## config.mk

```make
export PLATFORM = sky130hd
export DESIGN_NAME = rr_decode_arbiter_flat
export DESIGN_NICKNAME = d
export VERILOG_FILES = /design/src/rtl/rr_decode_arbiter_if.sv /design/src/rtl/rr_decode_arbiter.sv /design/src/flat_wrapper.sv
export SDC_FILE = /design/constraint.sdc
export NUM_CORES = 1
export LEC_CHECK = 0
export ABC_AREA = 1
export CAP_MARGIN = 15
export CORE_UTILIZATION = 37
export CTS_CLUSTER_SIZE = 10
export DETAILED_ROUTE_END_ITERATION = 10
export PLACE_DENSITY = 0.56
export SLEW_MARGIN = 20
export SYNTH_ARGS = -nofsm -noshare
export SYNTH_HDL_FRONTEND = slang
export SYNTH_SLANG_ARGS = --single-unit
export TNS_END_PERCENT = 10
```

## constraint.sdc

```tcl
create_clock -name iClk -period 5.15 [get_ports iClk]
set_input_delay 1.545 -clock iClk [delete_from_list [all_inputs] [get_ports iClk]]
set_output_delay 1.545 -clock iClk [all_outputs]
set_load 0.1 [all_outputs]
```

## src/rtl/rr_decode_arbiter_if.sv

```systemverilog
// Handshake bundle between the requesting units and the round-robin arbiter.
// master = requester side, slave = arbiter side.
interface rr_decode_arbiter_if #(
   parameter int N     = 32,
   parameter int IDX_W = 5
);
   logic [N-1:0]     iReq;
   logic             iDone;
   logic [IDX_W-1:0] oGntIdx;
   logic             oGntEna;
   logic [N-1:0]     oGnt;
   logic             oTimeout;

   modport master (
      output iReq,
      output iDone,
      input  oGntIdx,
      input  oGntEna,
      input  oGnt,
      input  oTimeout
   );

   modport slave (
      input  iReq,
      input  iDone,
      output oGntIdx,
      output oGntEna,
      output oGnt,
      output oTimeout
   );
endinterface

```

## src/rtl/rr_decode_arbiter.sv

```systemverilog
// Round-robin arbiter: picks a winner index, holds it until done/withdraw/timeout,
// inserts one dead cycle, then re-arbitrates. The grant is a one-hot decode of the index.
module rr_decode_arbiter #(
   parameter int N        = 32,
   parameter int IDX_W    = 5,
   parameter int MAX_HOLD = 16
) (
   input logic               iClk,
   input logic               iRst_n,
   rr_decode_arbiter_if.slave bus
);
   localparam int CNT_W = $clog2(MAX_HOLD + 1);
   localparam int PAD_W = 1 << IDX_W;

   typedef enum logic [1:0] {IDLE, GRANT, RELEASE} arbStateT;

   arbStateT         stateReg, stateNext;
   logic [IDX_W-1:0] gntIdxReg, gntIdxNext;
   logic             gntEnaReg, gntEnaNext;
   logic [CNT_W-1:0] holdCntReg, holdCntNext;
   logic [IDX_W-1:0] lastReg, lastNext;
   logic             timeoutPulse;

   logic [PAD_W-1:0] reqPad;
   logic [IDX_W-1:0] winner;
   logic             anyReq;
   logic [IDX_W:0]   scanIdx;

   // Widen to a power of two so any index value is a legal bit select.
   assign reqPad = PAD_W'(bus.iReq);

   // Scan from the farthest offset down so the nearest requester after lastReg wins.
   always_comb begin
      winner  = '0;
      anyReq  = 1'b0;
      scanIdx = '0;
      for (int off = N; off >= 1; off--) begin
         scanIdx = {1'b0, lastReg} + (IDX_W + 1)'(off);
         if (scanIdx >= (IDX_W + 1)'(N)) begin
            scanIdx = scanIdx - (IDX_W + 1)'(N);
         end
         if (reqPad[scanIdx[IDX_W-1:0]]) begin
            winner = scanIdx[IDX_W-1:0];
            anyReq = 1'b1;
         end
      end
   end

   always_ff @(posedge iClk or negedge iRst_n) begin
      if (!iRst_n) begin
         stateReg   <= IDLE;
         gntIdxReg  <= '0;
         gntEnaReg  <= 1'b0;
         holdCntReg <= '0;
         lastReg    <= IDX_W'(N - 1);
      end else begin
         stateReg   <= stateNext;
         gntIdxReg  <= gntIdxNext;
         gntEnaReg  <= gntEnaNext;
         holdCntReg <= holdCntNext;
         lastReg    <= lastNext;
      end
   end

   always_comb begin
      stateNext    = stateReg;
      gntIdxNext   = gntIdxReg;
      gntEnaNext   = gntEnaReg;
      holdCntNext  = holdCntReg;
      lastNext     = lastReg;
      timeoutPulse = 1'b0;
      case (stateReg)
         IDLE: begin
            if (anyReq) begin
               stateNext   = GRANT;
               gntIdxNext  = winner;
               gntEnaNext  = 1'b1;
               lastNext    = winner;
               holdCntNext = CNT_W'(1);
            end
         end
         GRANT: begin
            // An explicit release or withdrawal masks a coincident timeout.
            if (bus.iDone || !reqPad[gntIdxReg]) begin
               stateNext   = RELEASE;
               gntEnaNext  = 1'b0;
               holdCntNext = '0;
            end else if (holdCntReg == CNT_W'(MAX_HOLD)) begin
               stateNext    = RELEASE;
               gntEnaNext   = 1'b0;
               holdCntNext  = '0;
               timeoutPulse = 1'b1;
            end else begin
               holdCntNext = holdCntReg + CNT_W'(1);
            end
         end
         RELEASE: begin
            stateNext   = IDLE;
            gntEnaNext  = 1'b0;
            holdCntNext = '0;
         end
         default: begin
            stateNext  = IDLE;
            gntEnaNext = 1'b0;
         end
      endcase
   end

   assign bus.oGntIdx  = gntIdxReg;
   assign bus.oGntEna  = gntEnaReg;
   assign bus.oTimeout = timeoutPulse;

   // Decode straight from registers so the grant cannot glitch to another owner.
   genvar gi;
   generate
      for (gi = 0; gi < N; gi++) begin : gGntDecode
         assign bus.oGnt[gi] = gntEnaReg && (gntIdxReg == IDX_W'(gi));
      end
   endgenerate
endmodule

```

## src/flat_wrapper.sv

```systemverilog
// flat-port wrapper written by rule: the top's interface ports become plain ports
module rr_decode_arbiter_flat 
#(
   parameter int N        = 32,
   parameter int IDX_W    = 5,
   parameter int MAX_HOLD = 16
)
  (iClk, iRst_n, bus_iReq, bus_iDone, bus_oGntIdx, bus_oGntEna, bus_oGnt, bus_oTimeout);
  rr_decode_arbiter_if #(.N(N), .IDX_W(IDX_W)) bus_i ();
  input logic iClk;
  input logic iRst_n;
  input wire logic [$bits(bus_i.iReq)-1:0] bus_iReq;
  input wire logic [$bits(bus_i.iDone)-1:0] bus_iDone;
  output wire logic [$bits(bus_i.oGntIdx)-1:0] bus_oGntIdx;
  output wire logic [$bits(bus_i.oGntEna)-1:0] bus_oGntEna;
  output wire logic [$bits(bus_i.oGnt)-1:0] bus_oGnt;
  output wire logic [$bits(bus_i.oTimeout)-1:0] bus_oTimeout;
  assign bus_i.iReq = bus_iReq;
  assign bus_i.iDone = bus_iDone;
  assign bus_oGntIdx = bus_i.oGntIdx;
  assign bus_oGntEna = bus_i.oGntEna;
  assign bus_oGnt = bus_i.oGnt;
  assign bus_oTimeout = bus_i.oTimeout;
  rr_decode_arbiter #(.N(N), .IDX_W(IDX_W), .MAX_HOLD(MAX_HOLD)) u_core (.iClk(iClk), .iRst_n(iRst_n), .bus(bus_i));
endmodule
```

# After elaboration in Yosys (flattened, before gate mapping)
# Index checks and enable logic that the tools add are counted.
totals:
  in_bits: 35
  wordCells: 388
  ff_bits: 18
  output_inout_bits: 39
classes:
  n_reduce_logical: 40
  add_sub_neg: 65
  muxes: 177
  n_lt_le_gt_ge: 65
  n_eq_ne: 36
ops:
  columns: ["operator", "n"]
  rows:
  - ["$mux 5", 67]
  - ["$lt 5x6->1 const B", 33]
  - ["$ge 6x6->1 const B", 32]
  - ["$bmux 1 s5", 33]
  - ["$sub 5x1->5 const B", 32]
  - ["$add 5x5->6 const B", 16]
  - ["$eq 5x5->1 const B", 17]
  - ["$mux 1", 71]
  - ["$add 5x4->6 const B", 8]
  - ["$eq 5x4->1 const B", 8]
  - ["$logic_and 1x1->1", 32]
  - ["$add 5x3->6 const B", 4]
  - ["$eq 5x3->1 const B", 4]
  - ["$pmux 5 s3", 1]
  - ["$add 5x2->6 const B", 2]
  - ["$eq 5x2->1 const B", 2]
  - ["$add 5x1->6 const B", 1]
  - ["$add 5x6->6 const B", 1]
  - ["$mux 2", 3]
  - ["$reduce_and 2->1", 3]
  - ["$add 5x1->5 const B", 1]
  - ["$eq 5x1->1 const B", 1]
  - ["$logic_not 5->1", 1]
  - ["$pmux 2 s2", 1]
  - ["other kinds (9)", 9]

# Logic depth before layout (Yosys ltp)
# Gate-level depths: netlist of the first run.
depth:
  ltp_word: 39
  mapped_depth: 53
  ltp_nobuf: 49

# Least setup slack after synthesis of the first run
# No wires, ideal clock.
synth_path:
  kind: "register -> output"
  start: "register u_core.gntIdxReg[0], in the netlist u_core.bus.oGntIdx[0]"
  end: "output port bus_oTimeout"
  setup_slack_ps: 344
  arrival_time_ps: 3261
  required_ps: 3605
  stages_incl_launch_ff: 10
  cell_sequence: "dfrtp_1 > inv_1 > nor2_1 > clkbuf_1 > a22oi_1 > nand2_1 > nand2_1 > nand4_1 > nand4_1 > nor2_1"
synth_between:
  elab_chain_len: 6
synth_rtl:
  columns: ["item", "line_no", "text"]
  rows:
  - ["start, declared", "rr_decode_arbiter.sv:18", "logic [IDX_W-1:0] gntIdxReg, gntIdxNext;"]
  - ["start signal, assigned", "rr_decode_arbiter.sv:58", "gntIdxReg <= gntIdxNext;"]
  - ["$bmux 1 s5", "rr_decode_arbiter.sv:84", "if (bus.iDone || !reqPad[gntIdxReg]) begin"]
  - ["$mux 1 (implied by the code)", "rr_decode_arbiter.sv:84", null]
  - ["$logic_not 1->1", "rr_decode_arbiter.sv:84", null]
  - ["$logic_or 1x1->1", "rr_decode_arbiter.sv:84", null]
  - ["$mux 1", "rr_decode_arbiter.sv:84", null]
  - ["$mux 1", "rr_decode_arbiter.sv:72", "case (stateReg)"]
  - ["end, declared", "flat_wrapper.sv:17", "output wire logic [$bits(bus_i.oTimeout)-1:0] bus_oTimeout;"]
# Every way passes these cells. The select of a mux whose other input is x is not followed.

# Worst setup path after layout of the first run
layout_path:
  start: "input port bus_iReq[23]"
  end: "register u_core.gntIdxReg[4], in the netlist u_core.bus.oGntIdx[4]"
layout_between:
  elab_chain_len: 35
  elab_cells_between_ends: 129
  classes_between: "mux (128); reduce/logical (1)"
layout_rtl:
  columns: ["item", "line_no", "text"]
  rows:
  - ["start, declared", "flat_wrapper.sv:12", "input wire logic [$bits(bus_i.iReq)-1:0] bus_iReq;"]
  - ["$bmux 1 s5", "rr_decode_arbiter.sv:42", "if (reqPad[scanIdx[IDX_W-1:0]]) begin"]
  - ["$mux 1 (implied by the code)", "rr_decode_arbiter.sv:42", null]
  - ["$mux 1 (32 in a row)", "rr_decode_arbiter.sv:42", null]
  - ["$reduce_and 2->1 (no source line)", null, null]
# Parallel ways exist; a longest one is shown, timed or not. The select of a mux whose other input is x is not followed.
# A chain may end at the register's enable or synchronous reset.

==> flow_summary.json, run 1 <==
{
  "status": "finished, final reports clean",
  "maxCapViolCount": 0,
  "cts_max_path_buffers": 2,
  "synth_top_cell_area_share_pct": 24.6,
  "cts_buffers": 3,
  "synth_cell_types": 52,
  "port-buffer-count": 73,
  "cp.arrival_ns": 5.05,
  "final.min_clock_period_ns": 4.92,
  "synth_area_leaders": "nand2_1, nand3_1, a21oi_1",
  "synthArstFlopShare_pct": 100,
  "antenna_found_initial": 0,
  "avgSynthCellArea_um2": 5.25,
  "wl_um": 23500,
  "dp.cells": 1316,
  "cpPeakStageDelay_ns": 0.50,
  "gr-total-overflow": 0,
  "grt_pass1_wl_um": 35000,
  "ys_ff_latch": 17,
  "nets": 1200,
  "coreArea_um2": 14100,
  "required_ns": 5.28,
  "crit_type": "primary input to flop",
  "setup-violations-final": 0,
  "insertion_delay_ns": 0.25,
  "drc_errors": 0,
  "critPathLaunchType": "primary input",
  "worstPathMaxFanout": 4,
  "slowest_stage": "clkdlybuf4s50_1",
  "finalNonFillerCells": 1324,
  "syn_inst": 1034,
  "placementRows": 43,
  "end_kind": "flop",
  "initial_utilization_pct": 38.5,
  "yosys.area.top_type": "nand2_1",
  "firstDrtPassIters": 5,
  "numClockSinks": 17,
  "num_antenna_cells": 0,
  "cts_hold_buf": 0,
  "synth.most_common_cell": "nand2_1",
  "maxSlewHeadroom_pct": 33.7,
  "syn_area_um2": 5430,
  "cpMostUsedCell": "nand2_1",
  "clock.fmax_ghz": 0.203,
  "fin_skew_ns": 0.00324,
  "cts_tree": "done",
  "io_pins": 74,
  "num_vias": 7332,
  "syn_to_final_growth_pct": 29.9,
  "finalCritPeriodShare_pct": 95.6,
  "hold_viol": 0,
  "synth_edf_count": 0,
  "cts_root_buf": "clkbuf_16",
  "synthTopCellsByCount": "nand2_1, nand3_1, a21oi_1",
  "synth_fp_nets": 1089,
  "dp_hpwl_um": 18300,
  "slew_viol_final": 0,
  "die_h_um": 123,
  "ys.warnings.count": 0,
  "synthFlopType": "dfrtp_1",
  "yosysSeqAreaShare_pct": 7.95,
  "grt_pass1_vias": 6376,
  "via_per_inst": 5.54,
  "tightestPinTransition_ns": 0.991,
  "grt_max_degree": 61,
  "htree_levels": 1,
  "gp_congestion": 1.04,
  "gr-usage-all-layers_pct": 30.4,
  "ant_nets": 0,
  "die-area_um2": 15200,
  "drive_gt1_share_pct": 17.0,
  "fp.dieW_um": 123,
  "clk_pin_slew_worst_paths_ns": 0.05,
  "detail_route.wl_per_cell_um": 17.7,
  "hold_class": "flop to flop",
  "drt_iter0_drc": 862,
  "rsz0062_at_grt": "yes"
}
## metrics by stage
stage	instance area [um^2]	setup TNS, ns	util, %	worst slack, ns	hold slack, ns
after global routing	7050	-0.0510	50.0	-0.0233	0.590
after floorplan	5430	0	-	0.344	0.499
final	7050	0	50.0	0.229	0.555
after CTS	6700	0	47.5	0.143	0.558
after global placement	6620	-0.377	46.9	-0.0998	0.527
after detailed placement	6620	-0.476	46.9	-0.112	0.540
## worst paths after layout
kind	start	end	slack [ns]	cells past startpoint
min in group asynchronous	iRst_n	u_core.holdCntReg[0]	1.74	1
max reg2reg	u_core.lastReg[0]	u_core.bus.oGntIdx[4]	0.49	44
min reg2reg	u_core.holdCntReg[1]	u_core.holdCntReg[1]	0.55	2
min	u_core.holdCntReg[1]	u_core.holdCntReg[1]	0.55	2
max	bus_iReq[23]	u_core.bus.oGntIdx[4]	0.23	42
max in group asynchronous	iRst_n	u_core.bus.oGntIdx[4]	2.93	1
## layout make-up
type	instances	area (um^2)
repair buffers	148	1290
clock buffers	4	78.8
multi-input cells	884	4680
inverters	91	347
flip-flops and latches	17	432
well taps	180	225
fillers	1580	7050
## critical path, delay by kind of cell
family / cells / cell delay (ns)
AO/OA/AOI/OAI: 1 / 0.10
buffers and inverters: 2 / 0.58
AND/OR/NAND/NOR: 39 / 2.81
## registers in the layout (all words and copies together) (netlist names)
register,count
u_core.stateReg,2
u_core.holdCntReg,5
u_core.lastReg,5
u_core.bus.oGntIdx,5
## cells by family after synthesis
family                     count (synthesis)  share of synthesized area (%)
AOI/OAI and AO/OA                        195                           20.2
DFF                                       17                           7.95
adders and majority gates                 20                           4.61
buffers and inverters                    133                           11.3
xor gates and xnor gates                  18                           4.22
and+or+nand+nor                          651                           51.6
## timing repair
item,in CTS,in global routing
resized for setup,0,73
endpoints found under the setup margin,0,10
buffers inserted,0,4
## routing by layer
layer	GRT usage, %	part of all wire [%]
met5	0	0
met3	4.98	7.4
met1	42.3	46
met2	48.1	45
met4	8.36	1.9
## cells in the final DEF (no fill, tap or decap), types with 2 or more instances in the layout
master,n
nand3_1,137
nand3_4,4
nand4_1,7
a21boi_0,2
clkinv_1,2
nand2_4,3
nand2_2,11
nor2_1,79
o21ai_1,11
dfstp_2,5
nand2_1,349
xor2_1,12
clkdlybuf4s50_1,45
xor2_4,2
clkbuf_16,3
nand3_2,40
a31oi_1,10
inv_2,8
o21ai_0,27
a31oi_2,3
a22oi_1,16
a21oi_2,2
nor2_4,3
o31ai_1,2
nor3_1,2
buf_4,91
a21oi_1,105
or2_2,5
o21a_1,3
dlymetal6s2s_1,11
dfrtp_1,12
o211ai_1,2
ha_1,20
inv_1,80
nor4_1,6
o21ai_2,5
Power of run 1 is left out: the tool's default activity adds up to more than one toggle a clock period on the data nets, which glitch-free logic cannot reach.
==> run 2: changes to the inputs <==
--- a/config.mk
+++ b/config.mk
@@ -6,10 +6,10 @@
 export NUM_CORES = 1
 export LEC_CHECK = 0
 export ABC_AREA = 1
-export CAP_MARGIN = 15
 export CORE_UTILIZATION = 37
 export CTS_CLUSTER_SIZE = 10
 export DETAILED_ROUTE_END_ITERATION = 10
+export GPL_TIMING_DRIVEN = 0
 export PLACE_DENSITY = 0.56
 export SLEW_MARGIN = 20
 export SYNTH_ARGS = -nofsm -noshare
==> flow_summary.json, run 2 (same netlist as run 1, synthesis figures left out) <==
{
  "status": "finished, final reports clean",
  "coreArea_um2": 14100,
  "io_pins": 74,
  "clk_pin_slew_worst_paths_ns": 0.05,
  "gr-total-overflow": 0,
  "n_fill_cell": 1609,
  "via_per_inst": 5.70,
  "cpMostUsedCell": "nand3_1",
  "final_core_util_pct": 48.1,
  "worstPathBufferInverterCount": 7,
  "detail_route.wl_per_cell_um": 18.8,
  "clock.fmax_ghz": 0.209,
  "hold_viol": 0,
  "ant_nets": 0,
  "firstDrtPassIters": 7,
  "drive_gt1_share_pct": 10.4,
  "antenna_found_initial": 0,
  "htree_levels": 1,
  "maxCapViolCount": 0,
  "cts_buffers": 3,
  "hold_class": "flop to flop",
  "grt_pass1_wl_um": 37000,
  "worstPathMaxFanout": 14,
  "drc_errors": 0,
  "gp_congestion": 0.992,
  "grt_max_degree": 18,
  "cp_cell_sequence": "clkbuf_4 -> inv_4 -> buf_6 -> ha_1 -> clkbuf_2 -> inv_4 -> buf_4 -> nand3_1 -> nand3_1 -> nand2_1 -> o21ai_1 -> o21ai_1 -> nor4_1 -> nand3_1 -> nor4_2 -> nand4_1 -> nand2b_1 -> nand2_1 -> inv_1 -> nand4_1 -> o21ai_0",
  "syn_to_final_growth_pct": 24.8,
  "required_ns": 5.28,
  "setup-violations-final": 0,
  "dp_hpwl_um": 19400,
  "crit_family": "simple AND/OR/NAND/NOR gates",
  "wl_um": 24300,
  "num_vias": 7387,
  "numClockSinks": 17,
  "fin_skew_ns": 0.00235,
  "cts_tree": "done",
  "met1_usage_pct": 47.3,
  "busiest_layer": "met2",
  "slowest_stage": "dfstp_2",
  "cp.arrival_ns": 4.91,
  "final.min_clock_period_ns": 4.78,
  "tightestPinTransition_ns": 1.01,
  "most-common-layout-cells": "nand2_1, nand3_1, a21oi_1",
  "port-buffer-count": 73,
  "placementRows": 43,
  "die-area_um2": 15200,
  "nets": 1172,
  "end_kind": "flop",
  "insertion_delay_ns": 0.25,
  "min_path_cells": 2,
  "cts_hold_buf": 0,
  "num_antenna_cells": 0,
  "fin_ws_ns": 0.365,
  "reg2reg_depth": 21,
  "maxSlewHeadroom_pct": 32.6,
  "critPathLaunchType": "flop",
  "die_h_um": 123,
  "fp.dieW_um": 123,
  "worstSetupPathDepth": 21,
  "final_common_cell": "nand2_1",
  "finalCritPeriodShare_pct": 92.9,
  "slew_viol_final": 0,
  "cts_max_path_buffers": 2,
  "drt_iter0_drc": 776,
  "grt_util_met3_pct": 4.47,
  "initial_utilization_pct": 38.5,
  "crit_type": "flop to flop",
  "met2_usage_pct": 49.8,
  "cts_root_buf": "clkbuf_16",
  "gr-usage-all-layers_pct": 32.6,
  "dp_slack_ns": -0.568,
  "grt_pass1_vias": 6518,
  "cpPeakStageDelay_ns": 0.56
}
[run 2: changes by cell type in the layout (fill, tap and decap cells not counted), moves of 3 or more]
| cell | before | now |
|---|---|---|
| buf_6 | 0 | 10 |
| nand3_2 | 40 | 17 |
| nand3_1 | 137 | 163 |
| nand2_1 | 349 | 354 |
| clkdlybuf4s50_1 | 45 | 40 |
| buf_2 | 0 | 8 |
| nand3_4 | 4 | 1 |
| clkbuf_4 | 0 | 4 |
| dlymetal6s2s_1 | 11 | 32 |
| clkbuf_1 | 1 | 9 |
| buf_4 | 91 | 16 |
| nand2_2 | 11 | 7 |
[run 2: cell type report]
class / instances / area [um^2] / area share [%]
Multi-Input combinational cell: 884 / 4540 / 67.0
Timing Repair Buffer: 79 / 857 / 12.7
Buffer: 41 / 293 / 4.32
Inverter: 91 / 352 / 5.19
Sequential cell: 17 / 432 / 6.37
Tap cell: 180 / 225 / 3.32
Clock buffer: 4 / 78.8 / 1.16
[run 2: final timing paths]
path / from / end / slack, ns
max: u_core.lastReg[1] / u_core.holdCntReg[2] / 0.37
min: u_core.holdCntReg[1] / u_core.holdCntReg[1] / 0.56
max reg2reg: u_core.lastReg[1] / u_core.holdCntReg[2] / 0.37
min reg2reg: u_core.holdCntReg[1] / u_core.holdCntReg[1] / 0.56
max in group asynchronous: iRst_n / u_core.bus.oGntIdx[0] / 2.93
min in group asynchronous: iRst_n / u_core.holdCntReg[1] / 1.75
[run 2: worst min-delay path, delay by kind of cell (launching register included)]
kind             cells  cell delay, ns
AO/OA/AOI/OAI        1            0.06
flip-flops           1            0.39
AND/OR/NAND/NOR      1            0.07
[run 2: metrics by stage]
stage	setup TNS, ns	instance area (um^2)	std cells	hold WS, ns
3_3_place_gp	-9.01	6380	1287	0.544
3_5_place_dp	-8.39	6380	1287	0.553
2_1_floorplan	0	5430	1034	0.499
5_1_grt	-0.0117	6770	1296	0.610
6_report	0	6770	1296	0.558
4_1_cts	0	6480	1291	0.569
[run 2: what timing repair did]
action	CTS	global route
pin swaps	1	4
setup endpoints to repair	18	18
resized for setup	11	76
setup buffers	0	6
[run 2: routing by layer]
metal	wire length, um	vias to the layer above
met5	0	-
met4	777	0
met3	2260	67
met2	10400	351
met1	10900	3360
li1	-	3609
Power of run 2 is left out for the same reason.
